**config.mk**
```make
export PLATFORM = sky130hd
export DESIGN_NAME = gcd_binary
export DESIGN_NICKNAME = d
export VERILOG_FILES = /design/src/rtl/gcd_pkg.sv /design/src/rtl/gcd_binary_fd.sv /design/src/rtl/gcd_binary.sv
export SDC_FILE = /design/constraint.sdc
export NUM_CORES = 1
export LEC_CHECK = 0
export CAP_MARGIN = 20
export CELL_PAD_IN_SITES_DETAIL_PLACEMENT = 1
export CELL_PAD_IN_SITES_GLOBAL_PLACEMENT = 2
export CORE_MARGIN = 2
export CORE_UTILIZATION = 43
export DETAILED_ROUTE_END_ITERATION = 12
export DONT_BUFFER_PORTS = 1
export GPL_TIMING_DRIVEN = 0
export MAX_ROUTING_LAYER = met4
export PLACE_DENSITY = 0.95
export SLEW_MARGIN = 20
export SYNTH_ARGS = -nofsm -noshare
export SYNTH_HDL_FRONTEND = slang
export SYNTH_SLANG_ARGS = --single-unit
```
**constraint.sdc**
```tcl
create_clock -name clk -period 4.49 [get_ports clk]
set_clock_uncertainty 0.2 [all_clocks]
set_input_delay 0.6735 -clock clk [delete_from_list [all_inputs] [get_ports clk]]
set_output_delay 0.6735 -clock clk [all_outputs]
set_load 0.03 [all_outputs]
```
**src/rtl/gcd_pkg.sv**
```systemverilog
//------------------------------------------------------------------------------
// Module   : gcd_pkg
// Purpose  : Shared definitions for the binary (Stein) GCD engine: FSM state
//            encoding, one-hot datapath step-select indices and a clog2 helper
//            used to size the common-power-of-two shift counter.
// Revision : 1.0 - initial release
//------------------------------------------------------------------------------
`default_nettype none

package gcd_pkg;

  // FSM state encoding (shared by control and any debug logic)
  localparam logic [1:0] c_IDLE   = 2'd0;
  localparam logic [1:0] c_STRIP  = 2'd1;
  localparam logic [1:0] c_REDUCE = 2'd2;
  localparam logic [1:0] c_DONE   = 2'd3;

  // One-hot step selects driven by control into the datapath.
  // At most one bit is set in any cycle; all-zero means "hold".
  localparam int c_STEP_N      = 9;
  localparam int c_STEP_LOAD   = 0;  // capture operands, clear k and cnt
  localparam int c_STEP_ZERO   = 1;  // zero-operand short-circuit result
  localparam int c_STEP_STRIP  = 2;  // both even: halve both, k++
  localparam int c_STEP_HOLD   = 3;  // leave STRIP, data unchanged, count cycle
  localparam int c_STEP_HALF_A = 4;  // a even: a >>= 1
  localparam int c_STEP_HALF_B = 5;  // b even: b >>= 1
  localparam int c_STEP_SUB_A  = 6;  // a > b : a = (a-b) >> 1
  localparam int c_STEP_SUB_B  = 7;  // b > a : b = (b-a) >> 1
  localparam int c_STEP_FINISH = 8;  // a == b: outR = a << k, iter = cnt+1

  // Ceiling log2 of w; with w >= 2 this is always at least 1.
  function automatic int clog2_w(input int w);
    int r;
    r = 0;
    for (int i = 0; i < 32; i++) begin
      if ((1 << r) < w) r = r + 1;
    end
    return r;
  endfunction

endpackage

`default_nettype wire

```
**src/rtl/gcd_binary_fd.sv**
```systemverilog
//------------------------------------------------------------------------------
// Module   : gcd_binary_fd
// Purpose  : Datapath of the binary GCD engine. Holds the working operands
//            a/b, the common shift count k, the busy-cycle counter cnt and the
//            output registers outR/iter. All updates are selected by a one-hot
//            step vector from the control FSM.
// Ports    : clk, rst_n          - clock, async active-low reset
//            step               - one-hot step select from control
//            inA, inB           - raw operands (used by LOAD / ZERO steps)
//            a_even, b_even,
//            a_eq_b, a_gt_b     - status of the working operands
//            zero_in            - either raw operand is zero
//            outR, iter         - result and busy-cycle count of last op
// Revision : 1.0 - initial release
//------------------------------------------------------------------------------
`default_nettype none

module gcd_binary_fd
  import gcd_pkg::*;
#(
  parameter int W  = 16,
  parameter int IW = 8,
  parameter int KW = 4
) (
  input  logic                clk,
  input  logic                rst_n,
  input  logic [c_STEP_N-1:0] step,
  input  logic [W-1:0]        inA,
  input  logic [W-1:0]        inB,
  output logic                a_even,
  output logic                b_even,
  output logic                a_eq_b,
  output logic                a_gt_b,
  output logic                zero_in,
  output logic [W-1:0]        outR,
  output logic [IW-1:0]       iter
);

  logic [W-1:0]  r_a;
  logic [W-1:0]  r_b;
  logic [KW-1:0] r_k;
  logic [IW-1:0] r_cnt;
  logic [W-1:0]  r_out;
  logic [IW-1:0] r_iter;

  logic [W-1:0]  w_diff_ab;
  logic [W-1:0]  w_diff_ba;
  logic [IW-1:0] w_cnt_inc;
  logic          w_counting;

  // Only used when the minuend is the larger operand, so neither wraps.
  assign w_diff_ab = r_a - r_b;
  assign w_diff_ba = r_b - r_a;

  // Saturating increment; also serves as iter on the finishing cycle,
  // since the finishing REDUCE cycle itself is a counted busy cycle.
  assign w_cnt_inc = (r_cnt == {IW{1'b1}}) ? r_cnt : r_cnt + 1'b1;

  // Every STRIP and REDUCE cycle issues exactly one of these steps.
  assign w_counting = step[c_STEP_STRIP]  | step[c_STEP_HOLD]   |
                      step[c_STEP_HALF_A] | step[c_STEP_HALF_B] |
                      step[c_STEP_SUB_A]  | step[c_STEP_SUB_B]  |
                      step[c_STEP_FINISH];

  always_ff @(posedge clk or negedge rst_n) begin
    if (!rst_n) begin
      r_a    <= '0;
      r_b    <= '0;
      r_k    <= '0;
      r_cnt  <= '0;
      r_out  <= '0;
      r_iter <= '0;
    end else begin
      if (step[c_STEP_LOAD]) begin
        r_a   <= inA;
        r_b   <= inB;
        r_k   <= '0;
        r_cnt <= '0;
      end
      if (step[c_STEP_ZERO]) begin
        // gcd(x,0) = x and gcd(0,0) = 0 both fall out of a bitwise OR
        r_out  <= inA | inB;
        r_iter <= '0;
      end
      if (step[c_STEP_STRIP]) begin
        r_a <= r_a >> 1;
        r_b <= r_b >> 1;
        r_k <= r_k + 1'b1;
      end
      if (step[c_STEP_HALF_A]) r_a <= r_a >> 1;
      if (step[c_STEP_HALF_B]) r_b <= r_b >> 1;
      // Difference of two odd numbers is even, so the halving drops no bit.
      if (step[c_STEP_SUB_A])  r_a <= {1'b0, w_diff_ab[W-1:1]};
      if (step[c_STEP_SUB_B])  r_b <= {1'b0, w_diff_ba[W-1:1]};
      if (step[c_STEP_FINISH]) begin
        r_out  <= r_a << r_k;
        r_iter <= w_cnt_inc;
      end
      if (w_counting) r_cnt <= w_cnt_inc;
    end
  end

  assign a_even  = ~r_a[0];
  assign b_even  = ~r_b[0];
  assign a_eq_b  = (r_a == r_b);
  assign a_gt_b  = (r_a > r_b);
  assign zero_in = (inA == '0) | (inB == '0);
  assign outR    = r_out;
  assign iter    = r_iter;

endmodule

`default_nettype wire

```
**src/rtl/gcd_binary.sv**
```systemverilog
//------------------------------------------------------------------------------
// Module   : gcd_binary
// Purpose  : Iterative binary (Stein) GCD engine with start/done level
//            handshake. Control FSM lives here; the datapath is gcd_binary_fd.
// Ports    : clk, rst_n   - clock, async active-low reset
//            start        - level request, sampled in IDLE and DONE
//            inA, inB     - operands, captured on the start edge
//            busy         - high in STRIP / REDUCE
//            done         - high in DONE
//            outR         - result, held until the next capture
//            iter         - busy cycles of the last operation (saturating)
// Revision : 1.0 - initial release
//------------------------------------------------------------------------------
`default_nettype none

module gcd_binary
  import gcd_pkg::*;
#(
  parameter int W  = 16,   // must be >= 2
  parameter int IW = 8
) (
  input  logic          clk,
  input  logic          rst_n,
  input  logic          start,
  input  logic [W-1:0]  inA,
  input  logic [W-1:0]  inB,
  output logic          busy,
  output logic          done,
  output logic [W-1:0]  outR,
  output logic [IW-1:0] iter
);

  localparam int KW = clog2_w(W);

  logic [1:0]          r_state;
  logic [1:0]          w_state_next;
  logic [c_STEP_N-1:0] w_step;

  logic w_a_even;
  logic w_b_even;
  logic w_a_eq_b;
  logic w_a_gt_b;
  logic w_zero_in;

  always_comb begin
    w_state_next = r_state;
    w_step       = '0;
    case (r_state)
      c_IDLE: begin
        if (start) begin
          if (w_zero_in) begin
            w_step[c_STEP_ZERO] = 1'b1;
            w_state_next        = c_DONE;
          end else begin
            w_step[c_STEP_LOAD] = 1'b1;
            w_state_next        = c_STRIP;
          end
        end
      end
      c_STRIP: begin
        if (w_a_even && w_b_even) begin
          w_step[c_STEP_STRIP] = 1'b1;
        end else begin
          w_step[c_STEP_HOLD] = 1'b1;
          w_state_next        = c_REDUCE;
        end
      end
      c_REDUCE: begin
        // Priority order matters: equality ends the loop before any
        // halving, and halving an even operand precedes subtraction.
        if (w_a_eq_b) begin
          w_step[c_STEP_FINISH] = 1'b1;
          w_state_next          = c_DONE;
        end else if (w_a_even) begin
          w_step[c_STEP_HALF_A] = 1'b1;
        end else if (w_b_even) begin
          w_step[c_STEP_HALF_B] = 1'b1;
        end else if (w_a_gt_b) begin
          w_step[c_STEP_SUB_A] = 1'b1;
        end else begin
          w_step[c_STEP_SUB_B] = 1'b1;
        end
      end
      c_DONE: begin
        // No auto-restart: start must fall and rise again via IDLE.
        if (!start) w_state_next = c_IDLE;
      end
      default: w_state_next = c_IDLE;
    endcase
  end

  always_ff @(posedge clk or negedge rst_n) begin
    if (!rst_n) r_state <= c_IDLE;
    else        r_state <= w_state_next;
  end

  // Moore outputs from registered state only.
  assign busy = (r_state == c_STRIP) || (r_state == c_REDUCE);
  assign done = (r_state == c_DONE);

  gcd_binary_fd #(
    .W  (W),
    .IW (IW),
    .KW (KW)
  ) u_fd (
    .clk     (clk),
    .rst_n   (rst_n),
    .step    (w_step),
    .inA     (inA),
    .inB     (inB),
    .a_even  (w_a_even),
    .b_even  (w_b_even),
    .a_eq_b  (w_a_eq_b),
    .a_gt_b  (w_a_gt_b),
    .zero_in (w_zero_in),
    .outR    (outR),
    .iter    (iter)
  );

endmodule

`default_nettype wire

```
==> summary.md <==
| Metric | Value |
|---|---|
| Setup repair after global routing missed its margin | `no` |
| Remaining global-route overflow | `0` |
| Max VDD drop | `0.000409 V` |
| Clock Latency Late Sink | `0.35 ns` |
| CP max FO | `10` |
| Cell Area, Placed | `6210 µm²` |
| Post-CTS Resized | `0` |
| Final nets | `800` |
| Tightest Hold Check Type | `in -> async` |
| Final TNS setup | `0 ns` |
| Placed cells | `891` |
| Post-Syn Area | `5980 µm²` |
| WHS | `0.0192 ns` |
| YS warnings | `0` |
| Cells after synthesis | `711` |
| Library cells used by synthesis | `61` |
| Io pins | `61` |
| Cell taking the most area after synthesis | `dfrtp_1` |
| Drt wl/cell | `25.4 µm` |
| Slew Limit Fails | `0` |
| Aggregate routed wire length | `23100 µm` |
| Syn avg cell area | `8.41 µm²` |
| Fmax | `261 MHz` |
| Die Y | `122 µm` |
| Critical path launch point type | `flip-flop` |
| Sequential element share of the synthesized area | `0.293` |
| Ant diodes | `0` |
| GR Util All Layers | `0.323` |
| Syn Nets | `788` |
| Final ANT Viol Nets | `0` |
| # setup viols final | `0` |
| Run status | `completed` |
| CTS Root Cell | `clkbuf_16` |
| Core footprint | `13700 µm²` |
| Clock buffer depth | `2` |
| Clock sink count | `70` |
| Rows | `43` |
| Reg clk slew, reported paths | `0.06 ns` |
| WP data arrival | `3.84 ns` |
| Synthesis-stage register bit count | `70` |
| Share of cells above drive strength 1 | `0.0948` |
| I/O Buffers | `0` |
| P per Cell Area | `910 nW/µm²` |
| Die area | `14900 µm²` |
| Endpoints failing hold | `0` |
| Via count | `5940` |
| Die width | `122 µm` |
| CTS tree | `yes` |
| Synthesis-to-layout area growth | `9.86%` |
| Initial antenna violation count | `0` |
| Vias in the first global route | `6198` |
| Slew @ Worst Pin | `1.12 ns` |
| Worst EP required | `4.50 ns` |
| Fin area | `6570 µm²` |
| Max-cap violation count | `0` |
| Asr flop ratio synth | `1.00` |
| Most common cell in the netlist | `o21ai_0` |
| Synth top area share | `0.293` |
| Fin crit period | `3.83 ns` |
| Tcrit/Tclk final | `0.852` |
| Largest net degree at the start of global routing | `71` |
| CP endpoint kind | `flip-flop` |
| Final cell count without fillers | `908` |
| Rel. slew slack | `0.253` |
| Leak | `2.65 nW` |
| First-pass GRT wire length | `35200 µm` |
| RePlAce Congestion | `0.986` |
| CTS Buf Count | `9` |
| Top_reg_cell synth | `dfrtp_1` |
| Crit path kind | `reg -> reg` |
| Via/cell ratio | `6.54` |
| Starting Density | `0.436` |
| Post-DP HPWL | `17600 µm` |
| Post-route DRC | `0` |
| Final Util | `0.479` |
| Ranking of synthesized cells by area | `dfrtp_1 (29%), ha_1 (8.4%), o21ai_0 (6.9%)` |
| Drt pass-1 iters | `5` |
| Most frequent cells after synthesis | `o21ai_0 (82), dfrtp_1 (70), nand2_1 (62)` |
| H-Tree Depth | `3` |
| DRT iter0 DRCs | `503` |
| Post-synth EDFFs | `0` |
placed cells by master (no fill, tap or decap), types with 6 or more instances in the layout:
cell type  Yosys  layout
a21oi_1       49      49
a311oi_1      17      17
and2_1         6       6
buf_2         12      12
clkbuf_1      28      28
clkbuf_16      0       9
dfrtp_1       70      70
ha_1          40      40
inv_1         41      41
mux2i_1       20      20
mux4_2        13      13
nand2_1       62      62
nand3_1       14      14
nand4_1        8       8
nor2_1        42      42
nor3_1        12      11
nor4_1         8       8
o211ai_1      20      20
o21ai_0       82      82
o22ai_1       42      42
or3_1          8       8
xnor2_1       16      16
xor2_1        13      13
registers in the layout (all words and copies together) (netlist names):
signal,count
u_fd.outR,16
u_fd.r_a,16
u_fd.r_b,16
u_fd.iter,8
u_fd.r_cnt,8
u_fd.r_k,4
r_state,2
worst paths after layout:
| path | start | to | slack, ns | cells after the start |
|---|---|---|---|---|
| max | u_fd.r_a[10] | u_fd.r_b[2] | 0.66 | 10 |
| min | rst_n | u_fd.r_a[3] | 0.02 | 1 |
| max reg2reg | u_fd.r_a[10] | u_fd.r_b[2] | 0.66 | 10 |
| min reg2reg | u_fd.r_cnt[3] | u_fd.r_cnt[3] | 0.40 | 1 |
| max in group asynchronous | rst_n | u_fd.r_b[3] | 3.75 | 1 |
| min in group clk | inA[12] | u_fd.r_a[12] | 0.32 | 2 |
worst max-delay path, cell delays in order (launching register included):
cell      delay (ns)
dfrtp_1         0.49
ha_1            0.33
buf_2           0.22
nand4_1         0.30
or3_1           0.42
clkbuf_1        0.21
o211ai_2        0.48
nand3_1         0.31
clkbuf_1        0.36
o21ai_0         0.26
o22ai_1         0.10
cells by family after synthesis:
| group | share of synthesized area |
|---|---|
| AO/OA/AOI/OAI | 0.265 |
| XOR/XNOR | 0.0425 |
| adder cells (fa/ha/maj) | 0.0904 |
| buffers and inverters | 0.0630 |
| flip-flops | 0.293 |
| multiplexers | 0.0944 |
| AND/OR/NAND/NOR | 0.152 |
power breakdown:
group | internal [mW] | switching [mW] | total, mW
Clock | 0.505 | 0.321 | 0.827
Sequential | 0.824 | 0.345 | 1.17
Combinational | 1.55 | 2.44 | 3.98
Total | 2.88 | 3.10 | 5.98
final cells by class:
type / instances / area, µm²
fillers: 1672 / 7150
multi-input cells: 551 / 3860
flip-flops and latches: 70 / 1750
clock buffers: 10 / 239
well taps: 180 / 225
plain buffers: 49 / 223
inverters: 41 / 154
clock inverters: 6 / 92.6
repair buffers: 1 / 27.5
what timing repair did:
item,CTS,global route
hold buffers,1,0
buffers inserted,0,0
endpoints found under the hold margin,70,0
metal layers:
layer | global-route usage | part of all wire | vias to the layer above
li1 | - | - | 2641
met3 | 0.0712 | 0.072 | 53
met1 | 0.383 | 0.40 | 2985
met5 | - | 0 | -
met2 | 0.542 | 0.50 | 261
met4 | 0.116 | 0.027 | 0
through the flow:
stage	setup WS (ns)	power, mW
after global routing	0.496	6.36
after detailed placement	0.745	5.02
after CTS	0.730	5.88
after floorplan	1.53	3.90
final	0.663	5.98
after global placement	0.760	4.85
Power figures use the tool's default switching activity.
